===== src/rtl/dmem_pkg.sv =====
// Shared definitions for the data memory controller: FSM states and default sizing.
package dmem_pkg;

    typedef enum logic [1:0] {
        IDLE = 2'd0,
        WAIT = 2'd1,
        RESP = 2'd2
    } dmem_state_e;

    localparam int DMEM_DEPTH   = 256;
    localparam int DMEM_LATENCY = 2;
    // Wide enough for the largest supported LATENCY of 15.
    localparam int DMEM_CNT_W   = 4;

endpackage


===== src/rtl/dmem_array.sv =====
// Single-port DEPTH x DWIDTH storage: synchronous write, combinational read of the same index.
module dmem_array #(
    parameter int DWIDTH = 16,
    parameter int DEPTH  = 256,
    localparam int IW    = (DEPTH > 1) ? $clog2(DEPTH) : 1
) (
    input  logic              clk,
    input  logic              we,
    input  logic [IW-1:0]     idx,
    input  logic [DWIDTH-1:0] wdata,
    output logic [DWIDTH-1:0] rdata
);

    logic [DWIDTH-1:0] mem_q [DEPTH];

    always_ff @(posedge clk) begin
        if (we) begin
            mem_q[idx] <= wdata;
        end
    end

    assign rdata = mem_q[idx];

endmodule


===== src/rtl/data_mem_ctrl.sv =====
// Fixed-latency CPU data memory controller (IDLE/WAIT/RESP FSM around dmem_array).
// Optional address range checking and the addr_err port are enabled by DMEM_ADDR_CHECK_EN.
module data_mem_ctrl
    import dmem_pkg::*;
#(
    parameter int DWIDTH  = 16,
    parameter int AWIDTH  = 16,
    parameter int DEPTH   = DMEM_DEPTH,
    parameter int LATENCY = DMEM_LATENCY
) (
    input  logic              clk,
    input  logic              rst,
    input  logic              ram_en,
    input  logic              wen,
    input  logic [AWIDTH-1:0] ram_addr,
    input  logic [DWIDTH-1:0] w_ram_data,
    output logic [DWIDTH-1:0] r_ram_data,
    output logic              ram_valid,
    output logic              busy,
`ifdef DMEM_ADDR_CHECK_EN
    output logic              addr_err,
`endif
    output dmem_state_e       dbg_state
);

    localparam int IW = (DEPTH > 1) ? $clog2(DEPTH) : 1;
    localparam logic [DMEM_CNT_W-1:0] LAT_M1 = DMEM_CNT_W'(LATENCY - 1);

    dmem_state_e           state_q, state_d;
    logic [DMEM_CNT_W-1:0] cnt_q, cnt_d;
    logic                  wen_q, wen_d;
    logic [IW-1:0]         idx_q, idx_d;
    logic [DWIDTH-1:0]     wdata_q, wdata_d;
    logic                  err_q, err_d;
    logic [DWIDTH-1:0]     rdata_q, rdata_d;

    logic                  accept;
    logic                  in_err;
    logic                  rd_load;
    logic                  arr_we;
    logic [IW-1:0]         arr_idx;
    logic [DWIDTH-1:0]     arr_rdata;
    logic                  unused_addr_bits;

`ifdef DMEM_ADDR_CHECK_EN
    localparam logic [AWIDTH:0] DEPTH_A = (AWIDTH + 1)'(DEPTH);
    assign in_err = ({1'b0, ram_addr} >= DEPTH_A);
`else
    assign in_err = 1'b0;
`endif
    // Upper address bits only matter for range checking; otherwise addresses wrap.
    assign unused_addr_bits = ^ram_addr;

    assign accept = (state_q == IDLE) && ram_en;

    // State register; request fields are held without reset since they are only used in flight.
    always_ff @(posedge clk) begin
        if (rst) begin
            state_q <= IDLE;
            cnt_q   <= '0;
            err_q   <= 1'b0;
            rdata_q <= '0;
        end else begin
            state_q <= state_d;
            cnt_q   <= cnt_d;
            err_q   <= err_d;
            rdata_q <= rdata_d;
        end
    end

    always_ff @(posedge clk) begin
        wen_q   <= wen_d;
        idx_q   <= idx_d;
        wdata_q <= wdata_d;
    end

    always_comb begin
        state_d = state_q;
        cnt_d   = cnt_q;
        wen_d   = wen_q;
        idx_d   = idx_q;
        wdata_d = wdata_q;
        err_d   = err_q;
        case (state_q)
            IDLE: begin
                if (ram_en) begin
                    cnt_d   = LAT_M1;
                    state_d = (LATENCY == 1) ? RESP : WAIT;
                    wen_d   = wen;
                    idx_d   = ram_addr[IW-1:0];
                    wdata_d = w_ram_data;
                    err_d   = in_err;
                end
            end
            WAIT: begin
                cnt_d = cnt_q - 1'b1;
                if (cnt_q <= 1) begin
                    state_d = RESP;
                end
            end
            RESP:    state_d = IDLE;
            default: state_d = IDLE;
        endcase
    end

    // Reads sample storage on the edge entering RESP; out-of-range reads return zero.
    always_comb begin
        rd_load = (state_d == RESP) && (state_q != RESP) && !wen_d;
        rdata_d = rdata_q;
        if (rd_load) begin
            rdata_d = err_d ? '0 : arr_rdata;
        end
        arr_idx   = accept ? ram_addr[IW-1:0] : idx_q;
        arr_we    = (state_q == RESP) && wen_q && !err_q && !rst;
        ram_valid = (state_q == RESP);
        busy      = (state_q != IDLE);
        dbg_state = state_q;
    end

`ifdef DMEM_ADDR_CHECK_EN
    assign addr_err = (state_q == RESP) && err_q;
`endif

    assign r_ram_data = rdata_q;

    dmem_array #(
        .DWIDTH(DWIDTH),
        .DEPTH (DEPTH)
    ) u_array (
        .clk  (clk),
        .we   (arr_we),
        .idx  (arr_idx),
        .wdata(wdata_q),
        .rdata(arr_rdata)
    );

endmodule


===== config.mk =====
export PLATFORM = sky130hd
export DESIGN_NAME = data_mem_ctrl
export DESIGN_NICKNAME = d
export VERILOG_FILES = /design/src/rtl/dmem_pkg.sv /design/src/rtl/dmem_array.sv /design/src/rtl/data_mem_ctrl.sv
export SDC_FILE = /design/constraint.sdc
export NUM_CORES = 2
export LEC_CHECK = 0
export CAP_MARGIN = 20
export CORE_MARGIN = 3
export CORE_UTILIZATION = 60
export CTS_CLUSTER_SIZE = 40
export DETAILED_ROUTE_END_ITERATION = 7
export PLACE_DENSITY_LB_ADDON = 0.25
export SETUP_SLACK_MARGIN = 0.2
export SYNTH_ARGS = -nofsm -noshare
export SYNTH_HDL_FRONTEND = slang
export SYNTH_SLANG_ARGS = --single-unit

===== constraint.sdc =====
create_clock -name clk -period 7 [get_ports clk]
set_clock_uncertainty 0.05 [all_clocks]
set_input_delay 1.75 -clock clk [delete_from_list [all_inputs] [get_ports clk]]
set_output_delay 1.75 -clock clk [all_outputs]
set_load 0.02 [all_outputs]

==> key figures <==
Floorplan
  • Io pins: 56
  • Site Rows: roughly 190
  • Core area: approximately 260000 µm²
  • Die W: 521.2 µm
  • Die Height: about 520 µm
  • Die ar.: approximately 270000 µm²
  • Initial Utilization: between 60% and 70%

Detailed routing
  • Wire per inst: 32.64 µm
  • Detailed Route Iter0 Violations: roughly 17000
  • Vias per cell: 6.820
  • DRC viols: 0
  • Routed Antenna Nets: 0
  • TritonRoute pass-1 iters: 7
  • Detailed Route WL: 472600 µm
  • Via Count: 98760

Clocking
  • Post-cts sizing count: 0
  • Latest clock arrival within the worst-skew pair: about 0.95 ns
  • Root buffer cell: clkbuf_16
  • Clock sink count: 4144
  • CTS max path bufs: 4
  • Reg clk slew, reported paths: roughly 0.060 ns
  • Total CTS buffers: 406
  • H-tree depth: 5
  • CTS tree: built
  • Setup Buffers After CTS: 0
  • CTS Hold Bufs: 0

STA
  • WHS: 0.4882 ns
  • Final setup violation count: 0
  • Max frequency: approximately 0.16 GHz
  • Hold Vio Cnt, Final: 0
  • Rel. slew slack: a little over 8%
  • Post-Route Setup TNS: 0 ns
  • Fin. max-slew vios: 0
  • Final min period: about 6.4 ns
  • RSZ-0062 raised after global routing: false
  • Slew @ Worst Pin: about 1.4 ns
  • Fin crit share: about nine tenths

Min path
  • Worst hold path class: reg2reg

Synthesis
  • Post-synthesis mux area share: approximately 4.8%
  • FFs w/ async S/R, synth: 0%
  • Synth Instances: about 10000
  • Compound-gate portion of the synthesized area: 8.352%
  • Synth Flop Type: edfxtp_1
  • Area leader, netlist: edfxtp_1
  • Simple-gate share of the synthesized area: between 6 and 7%
  • Largest family of logic cells by synthesized area: compound AO/OA/AOI/OAI gates
  • Post-Syn Area: approximately 160000 µm²
  • EDFF count, synth: between 4000 and 5000
  • Area share of fa/ha/maj cells after synthesis: less than 1%
  • Yosys top cell area share: between 70 and 80%
  • Top-count cell post-synth: edfxtp_1
  • XOR/XNOR share of the synthesized area: 0%
  • FF+latch count, synth: between 4000 and 5000
  • Synth cell count leaders: edfxtp_1, nand2_1, mux2i_1, a32oi_1, a21oi_1
  • Yosys Warn Count: 0
  • Synthesized Nets: between 10000 and 15000
  • Synth area leaders: edfxtp_1, nand2_1, mux2i_1
  • Seq/Total Area, Yosys: roughly 78%
  • Syn Area/Cell: 15.65 µm²
  • Synth unique cells: 58

Final layout
  • Multi-input gate area: 32860 µm²
  • # fillers: roughly 16000
  • Ratio of cells with drive above 1 in the final layout: between 10% and 20%
  • Reg area: about 120000 µm²
  • Layout Area Growth over Synthesis: 13.64%
  • NumNets Final: around 11000

Global routing
  • Number of antenna violations at the first check in global routing: 34
  • All-Layer GR Usage: roughly 34%
  • Pin count of the biggest net entering global routing: approximately 260
  • First-pass GRT wire length: ~670000 µm
  • Number of global-route vias before repair: between 90000 and 100k
  • Global route total overflow: 0

Status
  • Status: complete, no violations

Critical path
  • CP required: just under 8 ns
  • Nature of the critical path startpoint: input port
  • CP Max Fanout: 15
  • Crit path kind: in2reg
  • Crit. End Element: register
  • Worst EP arrival: roughly 7.1 ns

Power and ir drop
  • PwrDens: 297.4 nW/µm²
  • Static Leak: 59.30 nW
  • Worst VDD drop: 0.0002691 V

Placement
  • Number of port buffers: 47
  • DPL Wire Length: between 200000 and 300000 µm
  • Placer congestion estimate: about 0.92

Job
  • MaxCap Viol Count: 0
-- layout by cell type (no fill, tap or decap), types with 7 or more instances in the layout --
cell             netlist  final
a21oi_1              569    569
a221oi_1              36     36
a22oi_1              252    252
a31oi_1               49     47
a32o_1                35     35
a32oi_1              650    650
a41oi_1              142    141
and3_1                15     15
and4_1                 7      7
buf_12                 0     96
buf_4                 28    579
bufinv_16              0     26
clkbuf_1             276     75
clkbuf_16              0    407
clkdlybuf4s50_1        0     47
clkinv_1               0    106
clkinv_16              0      8
clkinv_2               0     75
clkinvlp_4             0     11
dfxtp_1               24     24
diode_2                0     19
edfxtp_1            4120   4120
inv_16                 0      7
mux2i_1              749    742
mux2i_4                1      8
nand2_1             2181   2173
nand2_2                0      8
nand2b_2               0      8
nand3_1              130    130
nand4_1               58     58
nor2_1               283     25
nor2_2                 1    251
nor2_4                 0      8
nor3_1                11     11
nor3b_1                7      7
nor4_1                37     32
o21ai_0               15     12
o22ai_1               21     21
o31ai_1                9      7
o41ai_1               14     13
-- state kept, by name (all words and copies together), names as in the netlist --
signal	flops
cnt_q	4
wdata_q	16
idx_q	8
u_array.mem_q	4096
wen_q	1
r_ram_data	16
dbg_state	2
err_q	1
-- metrics by stage --
| stage | util [%] | instance area [µm²] | worst slack [ns] | power [mW] | instances |
|---|---|---|---|---|---|
| floorplan | - | 159300 | 1.363 | 31.06 | 10170 |
| global placement | 63.91 | 168200 | 0.1801 | 33.09 | 13730 |
| detailed placement | 63.91 | 168200 | 0.07865 | 33.23 | 13730 |
| CTS | 68.73 | 180900 | 0.9835 | 53.73 | 14460 |
| global route | 68.74 | 180900 | 0.8365 | 55.06 | 14470 |
| finish | 68.76 | 181000 | 0.6487 | 53.82 | 14480 |
-- power by group --
group / internal [mW] / switching, mW / leakage, nW / total (mW)
Clock: 11.7 / 9.20 / 6.19 / 20.9
Combinational: 1.49 / 3.86 / 15.9 / 5.35
Sequential: 27.5 / 0.0640 / 37.2 / 27.6
Total: 40.7 / 13.1 / 59.3 / 53.8
-- critical path: stages --
cell and delay (ns):
clkdlybuf4s50_1 0.50, or3b_2 0.50, inv_4 0.15, mux2i_4 0.66, nor2_4 0.37, buf_4 0.31
a32oi_1 0.29, a41oi_1 0.35, nor4_1 1.12, o22ai_1 0.60, o41ai_1 0.50
-- path summary, 6_finish.rpt --
path,startpoint,depth (start not counted),slack (ns),end
setup / recovery,ram_en,11,0.65,r_ram_data[13]$_SDFFE_PP0P_
hold / removal,cnt_q[2]$_SDFFE_PP0P_,2,0.49,cnt_q[2]$_SDFFE_PP0P_
setup reg to reg,dbg_state[0]$_SDFF_PP0_,10,1.54,r_ram_data[13]$_SDFFE_PP0P_
hold reg to reg,cnt_q[2]$_SDFFE_PP0P_,2,0.49,cnt_q[2]$_SDFFE_PP0P_
-- cells by family after synthesis --
family | count (synthesis)
muxes | 756
and+or+nand+nor | 2764
DFF | 4144
AOI/OAI and AO/OA | 1819
buffers and inverters | 689
adders and majority gates | 2
-- layer usage --
layer	share of wire, %	up-vias	global-route usage [%]
met5	0.019	-	0
met4	6.8	14	19.75
met3	14	1511	9.191
met2	45	7711	51.00
met1	35	48950	45.90
li1	-	40570	-
-- layout make-up --
type,instances,share of cell area [%]
well taps,3515,2.430
clock buffers,486,5.813
clock inverters,245,1.193
repair buffers,723,3.739
multi-input cells,5341,18.16
diodes,19,0.02627
inverters,7,0.01590
flip-flops and latches,4144,68.63
Note: power is estimated with default switching activity, not from simulation.
